<file path="src/rtl/video_mem_arb.sv">
`default_nettype none
// ============================================================================
//  Module   : video_mem_arb
//  Purpose  : Slot scheduler that shares one DRAM port between the video fetcher
//             and a DMA requester, and steers read strobes back to their owner.
//  Revision : 1.0  initial release
// ============================================================================
module video_mem_arb #(
    parameter int RD_LAT = 2,
    parameter int STARVE = 16
) (
    input  logic        clk,
    input  logic        rst_n,
    input  logic        cend,
    input  logic        pre_cend,
    input  logic        vid_go,
    input  logic [1:0]  vid_bw,
    input  logic [20:0] vid_addr,
    output logic        vid_next,
    output logic        vid_strobe,
    input  logic        dma_req,
    input  logic [20:0] dma_addr,
    input  logic        dma_rnw,
    input  logic [15:0] dma_wdata,
    output logic        dma_ack,
    output logic        dma_strobe,
    output logic        mem_req,
    output logic        mem_rnw,
    output logic [20:0] mem_addr,
    output logic [15:0] mem_wdata,
    input  logic [15:0] mem_rdata
);

    localparam logic [1:0] c_own_none = 2'd0;
    localparam logic [1:0] c_own_vid  = 2'd1;
    localparam logic [1:0] c_own_dma  = 2'd2;

    localparam bit c_starve_en  = (STARVE > 0);
    localparam int c_starve_max = (STARVE > 0) ? STARVE - 1 : 0;
    localparam int c_sw         = (c_starve_max > 0) ? $clog2(c_starve_max + 1) : 1;
    localparam logic [c_sw-1:0] c_starve_lim = c_sw'(c_starve_max);

    logic [2:0]      r_ph;
    logic [1:0]      r_win;
    logic [c_sw-1:0] r_starve;
    logic [1:0]      r_tag [RD_LAT];

    logic            r_vid_next;
    logic            r_dma_ack;
    logic            r_mem_req;
    logic            r_mem_rnw;
    logic [20:0]     r_mem_addr;
    logic [15:0]     r_mem_wdata;

    logic [2:0]      w_slot_ph;
    logic            w_vid_elig;
    logic            w_override;
    logic [1:0]      w_dec;
    logic [1:0]      w_tag_in;
    logic [1:0]      w_tag_out;

    // Read data is consumed by the requesters themselves; only its timing matters here.
    logic            w_unused;
    assign w_unused = ^mem_rdata;

    // The decision is for the slot starting at the next cend, whose phase is ph+1.
    assign w_slot_ph = r_ph + 3'd1;

    always_comb begin
        w_vid_elig = 1'b0;
        case (vid_bw)
            2'b00:   w_vid_elig = (w_slot_ph == 3'd0);
            2'b01:   w_vid_elig = (w_slot_ph[1:0] == 2'd0);
            2'b10:   w_vid_elig = ~w_slot_ph[0];
            default: w_vid_elig = 1'b1;
        endcase
    end

    assign w_override = c_starve_en && (vid_bw == 2'b11) && dma_req && (r_starve == c_starve_lim);

    always_comb begin
        w_dec = c_own_none;
        if (vid_go && w_vid_elig && !w_override) begin
            w_dec = c_own_vid;
        end else if (dma_req) begin
            w_dec = c_own_dma;
        end
    end

    always_ff @(posedge clk or negedge rst_n) begin
        if (!rst_n) begin
            r_win <= c_own_none;
        end else if (pre_cend) begin
            r_win <= w_dec;
        end else if (cend) begin
            r_win <= c_own_none;
        end
    end

    always_ff @(posedge clk or negedge rst_n) begin
        if (!rst_n) begin
            r_ph        <= 3'd0;
            r_vid_next  <= 1'b0;
            r_dma_ack   <= 1'b0;
            r_mem_req   <= 1'b0;
            r_mem_rnw   <= 1'b0;
            r_mem_addr  <= 21'd0;
            r_mem_wdata <= 16'd0;
        end else if (cend) begin
            r_ph       <= r_ph + 3'd1;
            r_vid_next <= (r_win == c_own_vid);
            r_dma_ack  <= (r_win == c_own_dma);
            case (r_win)
                c_own_vid: begin
                    r_mem_req  <= 1'b1;
                    r_mem_rnw  <= 1'b1;
                    r_mem_addr <= vid_addr;
                end
                c_own_dma: begin
                    r_mem_req   <= 1'b1;
                    r_mem_rnw   <= dma_rnw;
                    r_mem_addr  <= dma_addr;
                    r_mem_wdata <= dma_wdata;
                end
                default: begin
                    r_mem_req <= 1'b0;
                end
            endcase
        end else begin
            r_vid_next <= 1'b0;
            r_dma_ack  <= 1'b0;
        end
    end

    // Counts slots DMA has lost to full-bandwidth video; saturates at the limit.
    always_ff @(posedge clk or negedge rst_n) begin
        if (!rst_n) begin
            r_starve <= '0;
        end else if (!dma_req || !c_starve_en) begin
            r_starve <= '0;
        end else if (cend) begin
            if (r_win == c_own_dma) begin
                r_starve <= '0;
            end else if ((r_win == c_own_vid) && (vid_bw == 2'b11) && (r_starve != c_starve_lim)) begin
                r_starve <= r_starve + c_sw'(1);
            end
        end
    end

    always_comb begin
        w_tag_in = c_own_none;
        if (r_win == c_own_vid) begin
            w_tag_in = c_own_vid;
        end else if ((r_win == c_own_dma) && dma_rnw) begin
            w_tag_in = c_own_dma;
        end
    end

    always_ff @(posedge clk or negedge rst_n) begin
        if (!rst_n) begin
            for (int i = 0; i < RD_LAT; i++) begin
                r_tag[i] <= c_own_none;
            end
        end else if (cend) begin
            for (int i = RD_LAT - 1; i > 0; i--) begin
                r_tag[i] <= r_tag[i-1];
            end
            r_tag[0] <= w_tag_in;
        end
    end

    assign w_tag_out = r_tag[RD_LAT-1];

    assign vid_strobe = cend && (w_tag_out == c_own_vid);
    assign dma_strobe = cend && (w_tag_out == c_own_dma);
    assign vid_next   = r_vid_next;
    assign dma_ack    = r_dma_ack;
    assign mem_req    = r_mem_req;
    assign mem_rnw    = r_mem_rnw;
    assign mem_addr   = r_mem_addr;
    assign mem_wdata  = r_mem_wdata;

endmodule
`default_nettype wire

</file>
<file path="config.mk">
export PLATFORM = sky130hd
export DESIGN_NAME = video_mem_arb
export DESIGN_NICKNAME = d
export VERILOG_FILES = /design/src/rtl/video_mem_arb.sv
export SDC_FILE = /design/constraint.sdc
export NUM_CORES = 1
export LEC_CHECK = 0
export CAP_MARGIN = 20
export CORE_UTILIZATION = 42
export CTS_CLUSTER_SIZE = 12
export DETAILED_ROUTE_END_ITERATION = 10
export HOLD_SLACK_MARGIN = 0.03
export PLACE_DENSITY = 0.91
export SYNTH_ARGS = -nofsm -noshare
export SYNTH_HDL_FRONTEND = slang
export SYNTH_SLANG_ARGS = --single-unit
</file>
<file path="constraint.sdc">
create_clock -name clk -period 3.1 [get_ports clk]
set_input_delay 0.465 -clock clk [delete_from_list [all_inputs] [get_ports clk]]
set_output_delay 0.465 -clock clk [all_outputs]
set_load 0.01 [all_outputs]
</file>
==> out/metrics.csv <==
stage;metric;value;unit
cts;clkSlewWorstSetupHoldPaths;0.10;ns
synth;synthXorXnorAreaFrac;0.0109;
global_route;grt-ovfl-total;0;
detailed_routing;drt_pass1_iterations;4;
synth;synth_edf_count;0;
synth;synth_fa_ha_area_frac;0.0260;
cts;clk_latency;0.31;ns
detailed_routing;drt_first_iter_violations;58;
cells_and_area;drive_gt1_frac;0.111;
sta;final-hold-violation-count;0;
global_route;antenna_found_initial;0;
floorplanning;die_h;77.7;um
worst_setup_path;cpMostUsedCell;clkdlybuf4s50_1;
synth;synthCells;205;
place;place.gp.congestion;0.788;
flow_run;drv_cap;0;
floorplanning;std_cell_rows;27;
detailed_routing;wl;5.36;mm
sta;min_period;2.44;ns
synth;synth.most_common_cell;dfrtp_1;
power;p_int;1.77;mW
power;netSwitchingFraction;0.303;
global_route;grt_pass1_wl;8.84;mm
cells_and_area;fin_cells;388;
place;place_hpwl;4.08;mm
synth;synth_compound_area_frac;0.0989;
cts;cts_sinks;54;
synth;synth_commonest_cells;dfrtp_1 (54), o21ai_0 (27), nand2_1 (25);
floorplanning;io-pin-count;126;
power;p_seq_frac;0.431;
synth;synth_top_family_by_area;multiplexers;
min_path;hold_class;in2async;
sta;tightestPinTransition;0.892;ns
synth;yosys-top-cells-area;dfrtp_1 (56%), mux2_2 (9.4%), mux2i_1 (8.7%), o21ai_0 (5.6%), nand2_1 (3.9%);
sta;rsz0062_at_grt;no;
power;peakVddDrop;0.000405;V
cts;cts_hold_buf;0;
synth;yosysWarnings;0;
power;power.density;690;mW/mm^2
synth;syn-cell-area;0.00240;mm^2
worst_setup_path;critPathKind;in2out;
power;comb_power_share;0.408;
floorplanning;die_area;0.00603;mm^2
synth;synth_ff_type;dfrtp_1;
synth;ys_seq_elements;54;
synth;synth.avg_cell_area;11.7;um^2
detailed_routing;num_vias;1937;
global_route;grt_usage;0.188;
cts;cts_root_buf;clkbuf_8;
global_route;grt_max_degree;42;
sta;slew_violations;0;
cells_and_area;fin_util;0.668;
power;leakagePower;1.56;nW
worst_setup_path;crit_slowest_cell;clkdlybuf4s50_1;
worst_setup_path;arrival;1.97;ns
detailed_routing;wire_per_inst;13.8;um
cells_and_area;design_area;0.00368;mm^2
power;power;2.54;mW
sta;worst_slack;0.662;ns
cts;post_cts_buffers;0;
cells_and_area;areaGrowthSynthToFinish;52.9;%
cells_and_area;finalNetCount;403;
cts;cts_tree;built;
sta;setup_viol;0;
place;placed_cell_area;0.00358;mm^2
sta;max_freq;410;MHz
worst_setup_path;crit_fanout;6;
synth;synth_seq_area_share;0.562;
synth;synth_top_area_share;0.562;
power;power.switching;770;uW
cts;cts_resized;0;
sta;finalSetupTns;0;ns
synth;synth_fp_nets;293;
synth;synthSimpleGateAreaFrac;0.0911;
cts;cts_htree_levels;2;
detailed_routing;antenna_left;0;
cts;cts_made_buffers;5;
worst_setup_path;end_kind;output port;
place;dp.cells;380;
place;post-place-ws;0.655;ns
worst_setup_path;cpLargestDelayFamily;buffers and inverters;
sta;fin_skew;0.00726;ns
detailed_routing;drc;0;
cells_and_area;fillers;443;
floorplanning;start_util;0.437;
power;pwr-share-clk;0.162;
worst_setup_path;required;2.63;ns
synth;muxShareOfSynthArea;0.181;
worst_setup_path;worst-path-buf-inv;3;
worst_setup_path;crit_chain;clkdlybuf4s50_1 > inv_1 > nor3b_1 > clkdlybuf4s50_1;
sta;fin_crit_sh;0.786;
synth;yosysUniqueCellTypes;34;
worst_setup_path;crit_path_start_kind;input pin;
run_status;status;completed;
floorplanning;chipWidth;77.7;um
worst_setup_path;slowest_delay;0.60;ns
sta;holdWs;0.276;ns
synth;synth_area_leader_cell;dfrtp_1;
place;portBuffers;109;
synth;async_flop_share;1.00;
floorplanning;core_area;0.00551;mm^2
detailed_routing;viasPerCell;4.99;
cts;clockBufferDepth;2;
cells_and_area;num_antenna_cells;0;
global_route;grt_pass1_vias;1948;
sta;timing.slew.headroom;0.405;
[layout by cell type, fill, tap and decap left out, drive strengths merged, types with 3 or more instances in the layout]
cell type / n
clkdlybuf4s50: 108
dfrtp: 54
o21ai: 27
nand2: 25
mux2i: 21
mux2: 20
inv: 9
clkbuf: 7
ha: 5
buf: 5
o211ai: 4
nor2: 3
a21oi: 3
[sequential cells by signal, summed over array words and instances, names as in the netlist]
register / cells
mem_addr: 21
mem_wdata: 16
r_starve: 4
r_ph: 3
r_tag: 2
r_win: 2
w_tag_out: 2
dma_ack: 1
mem_req: 1
mem_rnw: 1
vid_next: 1
[final cells by class]
class | instances | area, um^2 | area share
inverters | 8 | 30.0 | 0.00817
clock inverters | 1 | 8.76 | 0.00238
flip-flops and latches | 54 | 1350 | 0.368
clock buffers | 7 | 86.3 | 0.0235
multi-input cells | 133 | 981 | 0.267
repair buffers | 113 | 1130 | 0.307
well taps | 72 | 90.1 | 0.0245
[cells by family (layout without fill, tap and decap cells)]
logic type | Yosys count | after routing
mux | 41 | 41
xor+xnor | 3 | 3
fa+ha+maj | 5 | 5
flops | 54 | 54
compound gates | 41 | 41
simple gates | 43 | 43
buf+inv | 18 | 129
[worst paths after layout]
kind / start / endpoint / slack, ns / cells after the start
worst max-delay path: cend / dma_strobe / 0.66 / 4
worst min-delay path: rst_n / mem_req / 0.28 / 1
worst max register to register: r_win[0] / mem_wdata[0] / 1.41 / 5
worst min register to register: mem_addr[13] / mem_addr[13] / 0.48 / 2
max in group asynchronous: rst_n / mem_addr[14] / 2.11 / 2
min in group clk: mem_addr[13] / mem_addr[13] / 0.48 / 2
[power groups by stage]
stage / registers [mW] / logic (mW) / clock network (mW)
CTS: 1.09 / 1.05 / 0.425
finish: 1.09 / 1.03 / 0.411
global route: 1.13 / 1.13 / 0.455
detailed placement: 1.11 / 1.05 / 0
global placement: 1.09 / 1.03 / 0
floorplan: 1.20 / 0.312 / 0
[worst register-to-register path: cells and delay by family (launching register included)]
family	cells	cell delay, ns
flip-flops	1	0.41
multiplexers	1	0.40
buffers and inverters	2	0.39
adder cells (fa/ha/maj)	1	0.25
AND/OR/NAND/NOR	1	0.14
[routing by layer]
| layer | part of all wire | wire, um | vias to the layer above | global-route usage |
|---|---|---|---|---|
| met1 | 0.40 | 2150 | 931 | 0.214 |
| li1 | - | - | 938 | - |
| met3 | 0.067 | 361 | 5 | 0.0600 |
| met2 | 0.52 | 2810 | 63 | 0.339 |
| met4 | 0.0089 | 48 | 0 | 0.0472 |
| met5 | 0 | 0 | - | 0 |
No activity file was read; power rests on OpenSTA's default activity.
